<file path="config.mk">
export PLATFORM = sky130hd
export DESIGN_NAME = img_stream_sequencer
export DESIGN_NICKNAME = d
export VERILOG_FILES = /design/src/rtl/img_seq_pkg.sv /design/src/rtl/img_stream_sequencer_fifo.sv /design/src/rtl/img_stream_sequencer.sv
export SDC_FILE = /design/constraint.sdc
export NUM_CORES = 1
export LEC_CHECK = 0
export CORE_AREA = 2 2 172 174
export CTS_CLUSTER_SIZE = 40
export DETAILED_ROUTE_END_ITERATION = 10
export DIE_AREA = 0 0 174 176
export GPL_TIMING_DRIVEN = 0
export PLACE_DENSITY = 0.77
export SYNTH_ARGS = -nofsm -noshare
export SYNTH_HDL_FRONTEND = slang
export SYNTH_SLANG_ARGS = --single-unit
</file>
<file path="constraint.sdc">
create_clock -name clk -period 8.9 [get_ports clk]
set_input_delay 1.78 -clock clk [delete_from_list [all_inputs] [get_ports clk]]
set_output_delay 1.78 -clock clk [all_outputs]
set_load 0.03 [all_outputs]
</file>
<file path="src/rtl/img_seq_pkg.sv">
// Shared types and constants for the image stream sequencer.
package img_seq_pkg;

  localparam int TAG_W   = 3;
  localparam int TAG_SOF = 0;
  localparam int TAG_EOL = 1;
  localparam int TAG_EOF = 2;

  // FSM encodings
  localparam logic [2:0] S_IDLE   = 3'd0;
  localparam logic [2:0] S_HDR    = 3'd1;
  localparam logic [2:0] S_CAPT   = 3'd2;
  localparam logic [2:0] S_ACTIVE = 3'd3;
  localparam logic [2:0] S_DRAIN  = 3'd4;

  // Bit order matches TAG_SOF/TAG_EOL/TAG_EOF
  typedef struct packed {
    logic eof;
    logic eol;
    logic sof;
  } tag_t;

endpackage

</file>
<file path="src/rtl/img_stream_sequencer_fifo.sv">
// Small synchronous FIFO with occupancy count; flush empties it in one cycle.
module stream_fifo #(
  parameter int W     = 27,
  parameter int DEPTH = 4,
  parameter int CW    = $clog2(DEPTH) + 1
) (
  input  logic         clk,
  input  logic         rst,
  input  logic         flush,
  input  logic         wr_en,
  input  logic [W-1:0] wr_data,
  input  logic         rd_en,
  output logic [W-1:0] rd_data,
  output logic         empty,
  output logic [CW-1:0] count
);
  localparam int AW = $clog2(DEPTH);

  logic [W-1:0]  mem [DEPTH];
  logic [AW-1:0] wr_ptr, rd_ptr;
  logic          wr_ok, rd_ok;

  assign empty   = (count == '0);
  assign wr_ok   = wr_en && (count != CW'(DEPTH));
  assign rd_ok   = rd_en && !empty;
  assign rd_data = mem[rd_ptr];

  // Storage, pointers and occupancy
  always_ff @(posedge clk or posedge rst) begin
    if (rst) begin
      wr_ptr <= '0;
      rd_ptr <= '0;
      count  <= '0;
      for (int i = 0; i < DEPTH; i++) mem[i] <= '0;
    end else if (flush) begin
      wr_ptr <= '0;
      rd_ptr <= '0;
      count  <= '0;
    end else begin
      if (wr_ok) begin
        mem[wr_ptr] <= wr_data;
        wr_ptr      <= wr_ptr + 1'b1;
      end
      if (rd_ok) rd_ptr <= rd_ptr + 1'b1;
      case ({wr_ok, rd_ok})
        2'b10:   count <= count + 1'b1;
        2'b01:   count <= count - 1'b1;
        default: count <= count;
      endcase
    end
  end

endmodule

</file>
<file path="src/rtl/img_stream_sequencer.sv">
// Drives the pixel source: header fetch, per-pixel requests with credit
// flow control and horizontal blanking, SOF/EOL/EOF tagging, output buffer.
module img_stream_sequencer
  import img_seq_pkg::*;
#(
  parameter int DATA_WIDTH = 8,
  parameter int FIFO_DEPTH = 4,
  parameter int HBLANK_CYC = 0
) (
  input  logic                    clk,
  input  logic                    rst,
  input  logic                    start,
  input  logic                    abort,
  output logic                    src_en,
  input  logic [DATA_WIDTH*3-1:0] src_data,
  input  logic                    src_valid,
  input  logic [15:0]             src_width,
  input  logic [15:0]             src_high,
  input  logic [31:0]             src_frames,
  output logic [DATA_WIDTH*3-1:0] out_data,
  output logic                    out_sof,
  output logic                    out_eol,
  output logic                    out_eof,
  output logic                    out_valid,
  input  logic                    out_ready,
  output logic [15:0]             cfg_width,
  output logic [15:0]             cfg_high,
  output logic [31:0]             cfg_frames,
  output logic                    busy,
  output logic                    done,
  output logic                    err
);
  localparam int PW = DATA_WIDTH * 3;
  localparam int CW = $clog2(FIFO_DEPTH) + 1;

  logic [2:0]      state;
  logic [1:0]      hdr_cnt;
  logic [15:0]     x, y;
  logic [31:0]     frame;
  logic [7:0]      blank_cnt;
  logic            req_q;
  tag_t            tag_q, req_tag;
  logic            last_req, credit_ok, hdr_zero;
  logic [CW-1:0]   fifo_count;
  logic            fifo_empty;
  logic [PW+TAG_W-1:0] rd_data;

  // Tags of the pixel being requested this cycle
  always_comb begin
    req_tag     = '0;
    req_tag.sof = (x == 16'd0) && (y == 16'd0);
    req_tag.eol = (x == cfg_width - 16'd1);
    req_tag.eof = req_tag.eol && (y == cfg_high - 16'd1);
  end

  assign last_req  = req_tag.eof && (frame == cfg_frames - 32'd1);
  // A request in flight already owns a FIFO slot, so count it as a credit
  assign credit_ok = ({1'b0, fifo_count} + {{CW{1'b0}}, req_q}) < (CW+1)'(FIFO_DEPTH);
  assign hdr_zero  = (src_width == '0) || (src_high == '0) || (src_frames == '0);

  // Source enable: header burst, then credit- and blank-gated pixel requests
  always_comb begin
    src_en = 1'b0;
    case (state)
      S_HDR:    src_en = 1'b1;
      S_ACTIVE: src_en = (blank_cnt == 8'd0) && credit_ok;
      default:  src_en = 1'b0;
    endcase
  end

  // Control FSM, raster counters, blanking and request pipeline
  always_ff @(posedge clk or posedge rst) begin
    if (rst) begin
      state      <= S_IDLE;
      hdr_cnt    <= '0;
      x          <= '0;
      y          <= '0;
      frame      <= '0;
      blank_cnt  <= '0;
      req_q      <= 1'b0;
      tag_q      <= '0;
      cfg_width  <= '0;
      cfg_high   <= '0;
      cfg_frames <= '0;
      done       <= 1'b0;
      err        <= 1'b0;
    end else begin
      done <= 1'b0;
      if (abort) begin
        state     <= S_IDLE;
        req_q     <= 1'b0;
        blank_cnt <= '0;
      end else begin
        req_q <= (state == S_ACTIVE) && src_en;
        if ((state == S_ACTIVE) && src_en) tag_q <= req_tag;
        if (req_q && !src_valid) err <= 1'b1;
        case (state)
          S_IDLE: if (start) begin
            state   <= S_HDR;
            hdr_cnt <= '0;
            err     <= 1'b0;
          end
          S_HDR: begin
            hdr_cnt <= hdr_cnt + 1'b1;
            if (hdr_cnt == 2'd2) state <= S_CAPT;
          end
          S_CAPT: begin
            cfg_width  <= src_width;
            cfg_high   <= src_high;
            cfg_frames <= src_frames;
            x          <= '0;
            y          <= '0;
            frame      <= '0;
            blank_cnt  <= '0;
            if (hdr_zero) begin
              err   <= 1'b1;
              state <= S_DRAIN;
            end else begin
              state <= S_ACTIVE;
            end
          end
          S_ACTIVE: begin
            if (blank_cnt != 8'd0) blank_cnt <= blank_cnt - 8'd1;
            if (src_en) begin
              if (req_tag.eol) begin
                x <= '0;
                if (req_tag.eof) begin
                  y     <= '0;
                  frame <= frame + 32'd1;
                end else begin
                  y <= y + 16'd1;
                end
                if (last_req) state <= S_DRAIN;
                else          blank_cnt <= 8'(HBLANK_CYC);
              end else begin
                x <= x + 16'd1;
              end
            end
          end
          S_DRAIN: if (!req_q && fifo_empty) begin
            done  <= 1'b1;
            state <= S_IDLE;
          end
          default: state <= S_IDLE;
        endcase
      end
    end
  end

  stream_fifo #(.W(PW + TAG_W), .DEPTH(FIFO_DEPTH), .CW(CW)) u_fifo (
    .clk     (clk),
    .rst     (rst),
    .flush   (abort),
    .wr_en   (req_q),
    .wr_data ({src_data, tag_q}),
    .rd_en   (out_valid && out_ready),
    .rd_data (rd_data),
    .empty   (fifo_empty),
    .count   (fifo_count)
  );

  assign out_valid = !fifo_empty;
  assign out_data  = rd_data[PW+TAG_W-1:TAG_W];
  assign out_sof   = rd_data[TAG_SOF];
  assign out_eol   = rd_data[TAG_EOL];
  assign out_eof   = rd_data[TAG_EOF];
  assign busy      = (state != S_IDLE);

endmodule

</file>
==> results.sh <==
export IMPL_status="finished, final reports clean"
export IMPL_synth_edf_count=0
export IMPL_worstSetupPathType="reg -> out"
export IMPL_grt_usage_pct=24.9
export IMPL_dr_wl_met3_um=2560
export IMPL_viasPerCell=5.81
export IMPL_power_leakage_nw=7.99
export IMPL_drv_cap=0
export IMPL_clock_tree_root_cell="clkbuf_16"
export IMPL_rsz0062_at_grt="no"
export IMPL_synth_nets=1532
export IMPL_grt_max_degree=45
export IMPL_setup_worst_path_end_class="primary output"
export IMPL_synth_top_area_share_pct=45.5
export IMPL_fmax_mhz=190
export IMPL_wl_met1_um=16500
export IMPL_power_w=0.00466
export IMPL_yosysSeqAreaShare_pct=45.5
export IMPL_coreArea_um2=28500
export IMPL_ir_worst_vdd_uv=193
export IMPL_place_inst=2001
export IMPL_layout_nets=1757
export IMPL_top_level_ports=190
export IMPL_worstPathArrival_ns=3.48
export IMPL_tns_ns=0
export IMPL_synth_area_leader_cell="dfrtp_1"
export IMPL_cp_start_kind="flip-flop"
export IMPL_cts_sinks=262
export IMPL_post_route_drc_count=0
export IMPL_row_count=62
export IMPL_wl_um=38200
export IMPL_skew_ns=0.0194
export IMPL_netlist_instances=1422
export IMPL_io_buffers=188
export IMPL_hold_class="reg -> reg"
export IMPL_clkLatencyLatePin_ns=0.55
export IMPL_synth_area_leaders="dfrtp_1 (45%), mux2_2 (8.6%), nand2_1 (6.3%), mux4_2 (4.2%), xnor2_1 (3.6%)"
export IMPL_critPathMaxFanout=10
export IMPL_first_global_vias=11700
export IMPL_netlist_area_um2=14400
export IMPL_n_antenna_cell=0
export IMPL_ff2ff_path_depth=10
export IMPL_grt_pass1_wl_um=61800
export IMPL_hold_path_depth=1
export IMPL_vias=11900
export IMPL_hpwlAfterDp_um=28100
export IMPL_final_cells=2053
export IMPL_clk_pin_slew_ns=0.06
export IMPL_drive_gt1_share_pct=14.3
export IMPL_die_w_um=174
export IMPL_avgRoutedWirePerCell_um=18.6
export IMPL_tightest_slew_ns=0.908
export IMPL_setup_viol_count_final=0
export IMPL_grt_overflow=0
export IMPL_yosysWarnings=0
export IMPL_syn2layout_area_growth_pct=24.2
export IMPL_required_ns=7.12
export IMPL_finalHoldViolCount=0
export IMPL_cts_setup_buffers=0
export IMPL_gp_congestion=0.926
export IMPL_yosysMostFrequentCell="dfrtp_1"
export IMPL_max_slew_margin_pct=39.5
export IMPL_antenna_left=0
export IMPL_dieArea_um2=30600
export IMPL_cts_resized=0
export IMPL_finalCriticalPeriod_ns=5.26
export IMPL_ys_seq_elements=262
export IMPL_highest_layer="met4"
export IMPL_synth_distinct_cells=73
export IMPL_cts_max_level=1
export IMPL_ys_flop_type="dfrtp_1"
export IMPL_avgSynthCellArea_um2=10.1
export IMPL_met2WireLength_um=17900
export IMPL_cts_made_buffers=28
export IMPL_drt_first_pass_iters=5
export IMPL_cts_hold_buf=0
export IMPL_powerDensity_nw_per_um2=260
export IMPL_start_util_pct=50.5
export IMPL_cts_tree="yes"
export IMPL_synth_async_sr_flop_share_pct=100
export IMPL_maxSlewViolCount=0
export IMPL_yosys_top_cells_count="dfrtp_1 (262), nand2_1 (242), mux2_2 (110)"
export IMPL_fin_crit_sh_pct=59.1
export IMPL_drtIter0Drc=763
export IMPL_clock_path_buffers=3
export IMPL_fp_dieH_um=176
export IMPL_antenna_found_initial=0
-- area by class of cell --
cell class	count	area (µm²)
fillers	2331	10600
multi-input cells	1046	7410
flip-flops and latches	262	6560
repair buffers	195	2020
clock buffers	40	817
well taps	384	480
plain buffers	75	312
clock inverters	12	169
inverters	39	150
-- metal layers --
metal,vias to the layer above,track usage [%]
met3,71,3.77
met4,0,8.16
li1,5551,-
met5,-,0
met1,5816,34.0
met2,483,41.1
-- worst paths after layout --
check | slack, ns | startpoint | end
worst max-delay path | 3.64 | u_fifo.rd_ptr[0] | out_data[5]
min in group asynchronous | 1.50 | rst | cfg_width[6]
max in group asynchronous | 6.42 | rst | u_fifo.mem[67]
worst max register to register | 4.93 | cfg_high[2] | y[3]
worst min-delay path | 0.49 | blank_cnt[5] | blank_cnt[5]
worst min register to register | 0.49 | blank_cnt[5] | blank_cnt[5]
-- critical path, stage by stage, from the launching register on --
cell	delay, ns
dfrtp_1	0.34
clkbuf_1	0.62
clkbuf_1	0.73
mux4_2	0.62
clkdlybuf4s50_1	0.62
-- registers in the layout (all words and copies together), names as in the netlist, 3 cells and up --
register	flops
state	3
cfg_high	16
y	16
blank_cnt	8
frame	32
x	16
u_fifo.count	3
cfg_frames	32
u_fifo.mem	108
cfg_width	16
tag_q	3
-- metrics by stage --
stage | worst slack, ns | instance area [µm²] | utilization, % | hold WS [ns]
2_1_floorplan | 3.66 | 14400 | - | 0.452
3_3_place_gp | 1.87 | 16800 | 58.8 | 0.468
3_5_place_dp | 4.10 | 16900 | 59.3 | 0.478
4_1_cts | 3.49 | 17900 | 62.7 | 0.487
5_1_grt | 3.36 | 17900 | 62.7 | 0.507
6_report | 3.64 | 17900 | 62.7 | 0.490
-- cells by family (layout without fill, tap and decap cells) --
kind of cell             after synthesis  count (layout)  share of synthesized area [%]
AO/OA/AOI/OAI                        168             168                           7.65
XOR/XNOR                             118             118                           7.37
adder cells (fa/ha/maj)               16              16                           1.44
buffers and inverters                114             361                           3.18
flip-flops                           262             262                           45.5
multiplexers                         147             147                           13.5
AND/OR/NAND/NOR                      597             597                           21.4
-- where the power goes --
part           switching [W]  total [W]  internal, W
Clock               0.000481    0.00123     0.000753
Combinational        0.00101    0.00181     0.000798
Sequential          0.000253    0.00162      0.00137
Total                0.00175    0.00466      0.00292
-- layout by cell type, fill, tap and decap left out, drive strengths merged, types with 30 or more instances in the layout --
cell type	instances
a21oi	42
clkbuf	95
clkdlybuf4s50	188
dfrtp	262
inv	38
mux2	110
nand2	242
nand3	33
nand4	33
nor2	92
nor3	30
nor4	48
o21ai	45
xnor2	59
xor2	57
(Power assumes the default switching activity.)
